$ cat src/rtl/mc_datapath_regs_pkg.sv
// rtl/mc_datapath_regs_pkg.sv - shared MIPS constants and instruction field layout
package mips_pkg;

    localparam logic [1:0] PCSRC_ALU    = 2'b00;
    localparam logic [1:0] PCSRC_ALUOUT = 2'b01;
    localparam logic [1:0] PCSRC_JUMP   = 2'b10;

    localparam logic [1:0] SRCB_REG    = 2'b00;
    localparam logic [1:0] SRCB_FOUR   = 2'b01;
    localparam logic [1:0] SRCB_IMM    = 2'b10;
    localparam logic [1:0] SRCB_IMM_SH = 2'b11;

    localparam logic [5:0] OP_RTYPE = 6'b000000;
    localparam logic [5:0] OP_J     = 6'b000010;
    localparam logic [5:0] OP_BEQ   = 6'b000100;
    localparam logic [5:0] OP_BNE   = 6'b000101;
    localparam logic [5:0] OP_ADDI  = 6'b001000;
    localparam logic [5:0] OP_SLTI  = 6'b001010;
    localparam logic [5:0] OP_ORI   = 6'b001101;
    localparam logic [5:0] OP_XORI  = 6'b001110;
    localparam logic [5:0] OP_LW    = 6'b100011;
    localparam logic [5:0] OP_SW    = 6'b101011;

    // R-type view; I-type immediate is {rd, shamt, funct}, J target is everything below op
    typedef struct packed {
        logic [5:0] op;
        logic [4:0] rs;
        logic [4:0] rt;
        logic [4:0] rd;
        logic [4:0] shamt;
        logic [5:0] funct;
    } instr_t;

endpackage

$ cat src/rtl/mc_datapath_regs_if.sv
// rtl/mc_datapath_regs_if.sv - control strobes, ALU/memory/regfile buses of the datapath stage
interface mc_datapath_regs_if #(
    parameter int WIDTH = 32
);
    logic             IorD, ALUSrcA, IRWrite, PCWrite;
    logic             Branch, BranchNE, RegDst, MemtoReg;
    logic [1:0]       PCSrc, ALUSrcB;
    logic [WIDTH-1:0] alu_result;
    logic             alu_zero;
    logic [WIDTH-1:0] mem_rdata;
    logic [WIDTH-1:0] rf_rd1, rf_rd2;
    logic [WIDTH-1:0] mem_addr, mem_wdata;
    logic [WIDTH-1:0] src_a, src_b;
    logic [4:0]       rf_ra1, rf_ra2, rf_wa;
    logic [WIDTH-1:0] rf_wd;
    logic [5:0]       opcode, funct;
    logic [WIDTH-1:0] pc, instr;
    logic [31:0]      instr_count;

    modport master (
        output IorD, ALUSrcA, IRWrite, PCWrite, Branch, BranchNE, RegDst, MemtoReg,
        output PCSrc, ALUSrcB, alu_result, alu_zero, mem_rdata, rf_rd1, rf_rd2,
        input  mem_addr, mem_wdata, src_a, src_b, rf_ra1, rf_ra2, rf_wa, rf_wd,
        input  opcode, funct, pc, instr, instr_count
    );

    modport slave (
        input  IorD, ALUSrcA, IRWrite, PCWrite, Branch, BranchNE, RegDst, MemtoReg,
        input  PCSrc, ALUSrcB, alu_result, alu_zero, mem_rdata, rf_rd1, rf_rd2,
        output mem_addr, mem_wdata, src_a, src_b, rf_ra1, rf_ra2, rf_wa, rf_wd,
        output opcode, funct, pc, instr, instr_count
    );
endinterface

$ cat src/rtl/mc_datapath_regs_flopenr.sv
// rtl/mc_datapath_regs_flopenr.sv - enable flop with async active-high reset to a parameter value
module flopenr #(
    parameter int               WIDTH     = 32,
    parameter logic [WIDTH-1:0] RESET_VAL = '0
) (
    input  logic             clk,
    input  logic             rst,
    input  logic             en,
    input  logic [WIDTH-1:0] d,
    output logic [WIDTH-1:0] q
);
    always_ff @(posedge clk or posedge rst) begin
        if (rst)
            q <= RESET_VAL;
        else if (en)
            q <= d;
    end
endmodule

$ cat src/rtl/mc_datapath_regs.sv
// rtl/mc_datapath_regs.sv - multicycle MIPS non-architectural registers and control-driven steering
module mc_datapath_regs
    import mips_pkg::*;
#(
    parameter int               WIDTH    = 32,
    parameter logic [WIDTH-1:0] RESET_PC = '0
) (
    input logic              clk,
    input logic              rst,
    mc_datapath_regs_if.slave bus
);
    logic [WIDTH-1:0] pc_q, ir_q, mdr_q, a_q, b_q, aluout_q;
    logic [WIDTH-1:0] next_pc, signimm;
    logic [31:0]      count_q;
    logic [15:0]      imm16;
    logic             pc_en;
    instr_t           f;

    assign f       = ir_q[31:0];
    assign imm16   = {f.rd, f.shamt, f.funct};
    assign signimm = {{(WIDTH-16){imm16[15]}}, imm16};

    // One next_pc serves both unconditional writes and taken branches
    assign pc_en = bus.PCWrite | (bus.Branch & (bus.BranchNE ? ~bus.alu_zero : bus.alu_zero));

    always_comb begin
        next_pc = pc_q;
        unique case (bus.PCSrc)
            PCSRC_ALU:    next_pc = bus.alu_result;
            PCSRC_ALUOUT: next_pc = aluout_q;
            PCSRC_JUMP:   next_pc = {pc_q[WIDTH-1:28], f.rs, f.rt, imm16, 2'b00};
            default:      next_pc = pc_q;
        endcase
    end

    flopenr #(.WIDTH(WIDTH), .RESET_VAL(RESET_PC)) u_pc (
        .clk(clk), .rst(rst), .en(pc_en), .d(next_pc), .q(pc_q)
    );

    flopenr #(.WIDTH(WIDTH), .RESET_VAL('0)) u_ir (
        .clk(clk), .rst(rst), .en(bus.IRWrite), .d(bus.mem_rdata), .q(ir_q)
    );

    flopenr #(.WIDTH(32), .RESET_VAL(32'd0)) u_count (
        .clk(clk), .rst(rst), .en(bus.IRWrite), .d(count_q + 32'd1), .q(count_q)
    );

    always_ff @(posedge clk or posedge rst) begin
        if (rst) begin
            mdr_q    <= '0;
            a_q      <= '0;
            b_q      <= '0;
            aluout_q <= '0;
        end else begin
            mdr_q    <= bus.mem_rdata;
            a_q      <= bus.rf_rd1;
            b_q      <= bus.rf_rd2;
            aluout_q <= bus.alu_result;
        end
    end

    always_comb begin
        bus.src_b = b_q;
        unique case (bus.ALUSrcB)
            SRCB_REG:    bus.src_b = b_q;
            SRCB_FOUR:   bus.src_b = WIDTH'(32'd4);
            SRCB_IMM:    bus.src_b = signimm;
            SRCB_IMM_SH: bus.src_b = {signimm[WIDTH-3:0], 2'b00};
            default:     bus.src_b = b_q;
        endcase
    end

    assign bus.mem_addr    = bus.IorD ? aluout_q : pc_q;
    assign bus.mem_wdata   = b_q;
    assign bus.src_a       = bus.ALUSrcA ? a_q : pc_q;
    assign bus.rf_ra1      = f.rs;
    assign bus.rf_ra2      = f.rt;
    assign bus.rf_wa       = bus.RegDst ? f.rd : f.rt;
    assign bus.rf_wd       = bus.MemtoReg ? mdr_q : aluout_q;
    assign bus.opcode      = f.op;
    assign bus.funct       = f.funct;
    assign bus.pc          = pc_q;
    assign bus.instr       = ir_q;
    assign bus.instr_count = count_q;

endmodule
$ cat src/flat_wrapper.sv
// flat-port wrapper written by rule: the top's interface ports become plain ports
module mc_datapath_regs_flat import mips_pkg::*;
#(
    parameter int               WIDTH    = 32,
    parameter logic [WIDTH-1:0] RESET_PC = '0
)
  (clk, rst, bus_IorD, bus_ALUSrcA, bus_IRWrite, bus_PCWrite, bus_Branch, bus_BranchNE, bus_RegDst, bus_MemtoReg, bus_PCSrc, bus_ALUSrcB, bus_alu_result, bus_alu_zero, bus_mem_rdata, bus_rf_rd1, bus_rf_rd2, bus_mem_addr, bus_mem_wdata, bus_src_a, bus_src_b, bus_rf_ra1, bus_rf_ra2, bus_rf_wa, bus_rf_wd, bus_opcode, bus_funct, bus_pc, bus_instr, bus_instr_count);
  mc_datapath_regs_if #(.WIDTH(WIDTH)) bus_i ();
  input logic clk;
  input logic rst;
  input wire logic [$bits(bus_i.IorD)-1:0] bus_IorD;
  input wire logic [$bits(bus_i.ALUSrcA)-1:0] bus_ALUSrcA;
  input wire logic [$bits(bus_i.IRWrite)-1:0] bus_IRWrite;
  input wire logic [$bits(bus_i.PCWrite)-1:0] bus_PCWrite;
  input wire logic [$bits(bus_i.Branch)-1:0] bus_Branch;
  input wire logic [$bits(bus_i.BranchNE)-1:0] bus_BranchNE;
  input wire logic [$bits(bus_i.RegDst)-1:0] bus_RegDst;
  input wire logic [$bits(bus_i.MemtoReg)-1:0] bus_MemtoReg;
  input wire logic [$bits(bus_i.PCSrc)-1:0] bus_PCSrc;
  input wire logic [$bits(bus_i.ALUSrcB)-1:0] bus_ALUSrcB;
  input wire logic [$bits(bus_i.alu_result)-1:0] bus_alu_result;
  input wire logic [$bits(bus_i.alu_zero)-1:0] bus_alu_zero;
  input wire logic [$bits(bus_i.mem_rdata)-1:0] bus_mem_rdata;
  input wire logic [$bits(bus_i.rf_rd1)-1:0] bus_rf_rd1;
  input wire logic [$bits(bus_i.rf_rd2)-1:0] bus_rf_rd2;
  output wire logic [$bits(bus_i.mem_addr)-1:0] bus_mem_addr;
  output wire logic [$bits(bus_i.mem_wdata)-1:0] bus_mem_wdata;
  output wire logic [$bits(bus_i.src_a)-1:0] bus_src_a;
  output wire logic [$bits(bus_i.src_b)-1:0] bus_src_b;
  output wire logic [$bits(bus_i.rf_ra1)-1:0] bus_rf_ra1;
  output wire logic [$bits(bus_i.rf_ra2)-1:0] bus_rf_ra2;
  output wire logic [$bits(bus_i.rf_wa)-1:0] bus_rf_wa;
  output wire logic [$bits(bus_i.rf_wd)-1:0] bus_rf_wd;
  output wire logic [$bits(bus_i.opcode)-1:0] bus_opcode;
  output wire logic [$bits(bus_i.funct)-1:0] bus_funct;
  output wire logic [$bits(bus_i.pc)-1:0] bus_pc;
  output wire logic [$bits(bus_i.instr)-1:0] bus_instr;
  output wire logic [$bits(bus_i.instr_count)-1:0] bus_instr_count;
  assign bus_i.IorD = bus_IorD;
  assign bus_i.ALUSrcA = bus_ALUSrcA;
  assign bus_i.IRWrite = bus_IRWrite;
  assign bus_i.PCWrite = bus_PCWrite;
  assign bus_i.Branch = bus_Branch;
  assign bus_i.BranchNE = bus_BranchNE;
  assign bus_i.RegDst = bus_RegDst;
  assign bus_i.MemtoReg = bus_MemtoReg;
  assign bus_i.PCSrc = bus_PCSrc;
  assign bus_i.ALUSrcB = bus_ALUSrcB;
  assign bus_i.alu_result = bus_alu_result;
  assign bus_i.alu_zero = bus_alu_zero;
  assign bus_i.mem_rdata = bus_mem_rdata;
  assign bus_i.rf_rd1 = bus_rf_rd1;
  assign bus_i.rf_rd2 = bus_rf_rd2;
  assign bus_mem_addr = bus_i.mem_addr;
  assign bus_mem_wdata = bus_i.mem_wdata;
  assign bus_src_a = bus_i.src_a;
  assign bus_src_b = bus_i.src_b;
  assign bus_rf_ra1 = bus_i.rf_ra1;
  assign bus_rf_ra2 = bus_i.rf_ra2;
  assign bus_rf_wa = bus_i.rf_wa;
  assign bus_rf_wd = bus_i.rf_wd;
  assign bus_opcode = bus_i.opcode;
  assign bus_funct = bus_i.funct;
  assign bus_pc = bus_i.pc;
  assign bus_instr = bus_i.instr;
  assign bus_instr_count = bus_i.instr_count;
  mc_datapath_regs #(.WIDTH(WIDTH), .RESET_PC(RESET_PC)) u_core (.clk(clk), .rst(rst), .bus(bus_i));
endmodule
$ cat config.mk
export PLATFORM = sky130hd
export DESIGN_NAME = mc_datapath_regs_flat
export DESIGN_NICKNAME = d
export VERILOG_FILES = /design/src/rtl/mc_datapath_regs_pkg.sv /design/src/rtl/mc_datapath_regs_if.sv /design/src/rtl/mc_datapath_regs_flopenr.sv /design/src/rtl/mc_datapath_regs.sv /design/src/flat_wrapper.sv
export SDC_FILE = /design/constraint.sdc
export NUM_CORES = 1
export LEC_CHECK = 0
export ABC_AREA = 1
export ABC_CLOCK_PERIOD_IN_PS = 9360
export CAP_MARGIN = 20
export CORE_AREA = 2 2 225 182
export CTS_BUF_LIST = sky130_fd_sc_hd__clkbuf_4 sky130_fd_sc_hd__clkbuf_8
export CTS_CLUSTER_SIZE = 40
export DETAILED_ROUTE_END_ITERATION = 8
export DIE_AREA = 0 0 227 184
export RECOVER_POWER = 25
export SYNTH_ARGS = -nofsm -noshare
export SYNTH_HDL_FRONTEND = slang
export SYNTH_SLANG_ARGS = --single-unit
$ cat constraint.sdc
create_clock -name clk -period 9.36 [get_ports clk]
set_input_delay 1.404 -clock clk [delete_from_list [all_inputs] [get_ports clk]]
set_output_delay 1.404 -clock clk [all_outputs]
set_load 0.02 [all_outputs]
Word-level counts from Yosys, hierarchy flattened
Cells that the tools add are included.

Register bits: 224. Memory bits (writable): 0. Logic and storage cells: 31. Latch bits: 0. Output and inout port bits: 283. Input port bits: 143. ROM bits: 0. Memories kept: 0.

Muxes and demuxes: 7. Eq/ne operators: 5. Multiply operators: 0. Order comparisons: 0. Add/sub/neg operators: 1. Reductions and logical operators: 6. Shift-type cells: 0. Bitwise logic cells: 4. Div/mod/pow operators: 0.

Operator list (count): 32-bit one-hot mux with 4 select lines (1); 32-bit 2-to-1 mux (3); 32-bit one-hot mux with 3 select lines (1); 32-bit by 1-bit adder with 32-bit output (second input constant) (1); 2-bit equality test (second input constant) (3); 5-bit 2-to-1 mux (1); 2-bit by 1-bit equality test with 1-bit output (second input constant) (2); 2-bit zero test (2); 3-bit AND reduction (1); 3-bit nonzero test (1); 1-bit inverter (2); 2-bit AND reduction (1); 2-bit nonzero test (1); 1-bit AND (1); 1-bit 2-to-1 mux (1); 1-bit OR (1).

Logic depth before layout (Yosys ltp)
Word-level depth: 5. Depth in mapped cells: 10. Depth with buffers taken out: 9.

Cells and area by module
Synthesis repeated with hierarchy kept, for this count alone.

Cell total of the unflattened synthesis: 1250. Area total of the unflattened synthesis: 10470.0 um^2.

Modules (own cells, without submodules): mc_datapath_regs (area each 6581.3 um^2, cells each 839, instances 1, sequential area each 3203.1 um^2); flopenr (area each 1296.2 um^2, cells each 137, instances 3, sequential area each 800.8 um^2).

Worst setup path after synthesis
OpenSTA, ideal clock, no wires.

Path kind: in2out. From: input bus_ALUSrcA. To: output bus_src_a[23]. Arrival: 2256 ps. Buffers on the path: 2. Setup slack: 5700 ps. Required time: 7956 ps. Stages on the path: 3. Cell sequence: clkbuf_1 clkbuf_1 o21ai_0.

Cells in the longest elaborated chain, start to end: 1.

Ends and longest elaborated chain: from (decl) (RTL line flat_wrapper.sv:12) `input wire logic [$bits(bus_i.ALUSrcA)-1:0] bus_ALUSrcA;`; 32-bit 2-to-1 mux (RTL line mc_datapath_regs.sv:75) `assign bus.src_a = bus.ALUSrcA ? a_q : pc_q;`; to (decl) (RTL line flat_wrapper.sv:28) `output wire logic [$bits(bus_i.src_a)-1:0] bus_src_a;`.

Every way passes these cells.

Worst setup path in the final report
From: input bus_ALUSrcB[1]. To: output bus_src_b[5].

Cells in the longest elaborated chain, start to end: 2. Elaborated cells on any way between the ends: 5. Those cells by class: eq/ne: 3; mux: 1; reduce/logical: 1.

Ends and longest elaborated chain: from (decl) (RTL line flat_wrapper.sv:20) `input wire logic [$bits(bus_i.ALUSrcB)-1:0] bus_ALUSrcB;`; 2-bit equality test, or another cell as far along (RTL line mc_datapath_regs.sv:64) `unique case (bus.ALUSrcB)`; 32-bit one-hot mux with 4 select lines * (RTL line mc_datapath_regs.sv:64); to (decl) (RTL line flat_wrapper.sv:29) `output wire logic [$bits(bus_i.src_b)-1:0] bus_src_b;`.

Mark *: on every way between the ends. The rest lies on a longest branch, timed or not.

==> run_results.csv <==
group,metric,value,unit
status,outcome,"complete, but fails checks",
status,violations,"max-capacitance violations, max-slew violations",
synthesis,synth_area,9790,sq um
final_layout,drive_gt1_share,8.28,%
clock_network,clkSlewWorstSetupHoldPaths,0.06,ns
setup_path,cp_max_fo,17,
setup_path,slowest_stage,"clkdlybuf4s50_1",
setup_path,cp_slowest_stage_delay,0.66,ns
die,core_region_area,39400,sq um
synthesis,synth-edff-count,0,
die,ioPinCount,426,
routing,drc_errors,0,
clock_network,ctsHoldBuffers,0,
sta,fin_crit_sh,52.8,%
clock_network,cts_setup_buffers,0,
clock_network,cts_buffers,42,
grt,grt_use_total,17.9,%
clock_network,cts_root_buf,"clkbuf_8",
final_layout,fin_area,15300,sq um
final_layout,seq_area,5610,sq um
clock_network,cts_tree,"done",
clock_network,clock-sinks,224,
sta,finalCriticalPeriod,4.95,ns
job,drv_cap,1,
setup_path,path_cells,"clkdlybuf4s50_1 -> nor2_2 -> buf_8 -> nand2_1 -> o221ai_1 -> clkdlybuf4s50_1",
final_layout,fin_cells,2055,
clock_network,cts_resized,0,
power,peakVddDrop,0.114,mV
placed_design,place_inst,1973,
routing,firstDrtPassIters,7,
sta,final_max_slew_viol_count,95,
placed_design,portBuffers,425,
grt,grt_pass1_wl,55600,um
synthesis,synth_nets,1224,
routing,wl_per_cell,18.7,um
die,rows,65,
sta,clock_skew,0.0338,ns
sta,rsz0062_at_grt,"no",
sta,finalHoldViolations,0,
synthesis,ys_warn_count,0,
routing,vias,8985,
placed_design,dpl_cell_area,14400,sq um
synthesis,ys_ff_latch,224,
synthesis,syn_avg_cell_area,9.10,sq um
power,power.leakage,0.00691,uW
sta,max_freq,0.202,GHz
sta,setup_viol,0,
placed_design,detailed_place_hpwl,29200,um
power,p_per_area,189,nW/um^2
sta,hold_slack,0.508,ns
grt,antenna_found_initial,13,
setup_path,critical_path_arrival,3.54,ns
setup_path,critical_path_required,7.96,ns
clock_network,clock_latency,0.57,ns
worst_hold_path,hold_path_class,"flop to flop",
placed_design,gp_congestion,0.904,
clock_network,htree_levels,2,
power,switchingPower,906,uW
final_layout,synthToLayoutAreaGrowth,56.7,%
die,fp.dieH,184,um
synthesis,ys_seq_area_share,57.3,%
routing,vias_per_cell,4.37,
setup_path,crit_type,"input pin to output pin",
routing,final_antenna_net_count,0,
power,cellInternalPower,2000,uW
grt,grt_max_degree,95,
final_layout,nFillCells,4032,
grt,grt_remaining_overflow,0,
routing,routed_wl,38400,um
synthesis,synth_cell_types,34,
power,p_seq_share,38.7,%
setup_path,start_kind,"input pin",
routing,first_iter_violations,608,
die,start_util,24.9,%
die,die_x,227,um
final_layout,multi_input_area,3250,sq um
power,pwr-share-comb,24.2,%
synthesis,synthFlopType,"dfrtp_1",
sta,slew_headroom,-182,%
clock_network,clk_path_buf_depth,3,
grt,grt_pass1_vias,8767,
power,total_power,2900,uW
power,switching_share,31.2,%
sta,setup-tns-final,0,ns
setup_path,cpMostUsedCell,"clkdlybuf4s50_1",
setup_path,end_kind,"output pin",
synthesis,ys_async_sr_fraction,100,%
final_layout,layout.nets,1630,
power,pwr-share-clk,37.1,%
sta,worst_slew_pin_slew,4.21,ns
synthesis,postSynthCellCount,1076,
die,die_area,41800,sq um
==> final cells by class <==
| cell class | instances | share of cell area (%) |
|---|---|---|
| clock buffers | 64 | 5.34 |
| repair buffers | 433 | 28.1 |
| clock inverters | 8 | 0.808 |
| diodes | 9 | 0.147 |
| flip-flops and latches | 224 | 36.6 |
| multi-input cells | 637 | 21.2 |
| inverters | 144 | 3.53 |
| well taps | 536 | 4.37 |
==> sequential cells by signal, summed over array words and instances (netlist names) <==
signal and count:
u_core.u_pc.q 32, u_core.u_count.q 32, u_core.mdr_q 32, u_core.aluout_q 32
u_core.bus.mem_wdata 32, u_core.a_q 32, u_core.u_ir.q 32
==> per-layer routing <==
| layer | up-vias | track usage (%) | part of all wire [%] |
|---|---|---|---|
| met3 | 73 | 4.76 | 7.8 |
| met4 | 6 | 5.44 | 2.5 |
| li1 | 4242 | - | - |
| met2 | 376 | 28.2 | 46 |
| met5 | - | 0 | 0.081 |
| met1 | 4288 | 24.0 | 44 |
==> cell usage after synthesis, types with 12 or more instances <==
cell type,count,area (sq um)
buf_4,24,180
nand2_1,314,1180
o221ai_1,38,333
o21ai_0,118,591
xnor2_1,12,105
nand3_1,47,235
inv_1,142,533
nor2_1,32,120
dfrtp_1,224,5610
clkbuf_1,29,109
buf_2,13,65.1
mux2_2,19,214
==> critical path, delay by kind of cell <==
| kind | cells | cell delay [ns] |
|---|---|---|
| AOI/OAI and AO/OA | 1 | 0.08 |
| and+or+nand+nor | 2 | 0.64 |
| buffers and inverters | 3 | 1.41 |
==> cell usage in the layout, fill, tap and decap left out, types with 10 or more instances in the layout <==
cell type	instances
dlygate4sd3_1	129
nand3_1	47
o21ai_0	118
nand2_1	314
clkdlybuf4s50_1	292
clkbuf_8	54
o221ai_1	38
clkbuf_4	10
xor2_1	10
mux2_2	19
dfrtp_1	224
inv_1	141
nor2_1	31
xnor2_1	12
==> power by group through the flow <==
| stage | Sequential (uW) | Combinational, uW | Clock, uW |
|---|---|---|---|
| floorplan | 1180 | 283 | 0 |
| global placement | 1140 | 713 | 0 |
| detailed placement | 1140 | 718 | 0 |
| CTS | 1130 | 720 | 1120 |
| global route | 1140 | 752 | 1170 |
| finish | 1120 | 703 | 1080 |
==> through the flow <==
step	util [%]	setup slack, ns
2_1_floorplan	-	1.82
3_3_place_gp	36.5	4.34
3_5_place_dp	36.5	4.17
4_1_cts	38.9	4.17
5_1_grt	38.9	3.73
6_report	39.0	4.41
==> worst paths after layout <==
kind / from / depth (start not counted) / slack (ns) / end
max in group asynchronous: rst / 3 / 4.54 / u_core.u_pc.q[16]
worst max register to register: u_core.u_count.q[0] / 8 / 7.78 / u_core.u_count.q[30]
worst min register to register: u_core.u_pc.q[2] / 2 / 0.51 / u_core.u_pc.q[2]
min in group asynchronous: rst / 2 / 2.61 / u_core.bus.mem_wdata[28]
worst max-delay path: bus_ALUSrcB[1] / 6 / 4.41 / bus_src_b[5]
worst min-delay path: u_core.u_pc.q[2] / 2 / 0.51 / u_core.u_pc.q[2]
==> cells by family (layout without fill, tap and decap cells) <==
kind of cell               after synthesis  in the layout  share of synthesized area, %
other                                    0              9                             0
AOI/OAI and AO/OA                      168            168                          10.2
muxes                                   19             19                          2.19
xor gates and xnor gates                22             22                          1.97
buffers and inverters                  215            649                          9.56
and+or+nand+nor                        423            423                          18.2
adders and majority gates                5              5                         0.639
DFF                                    224            224                          57.3
(Power assumes the default switching activity.)
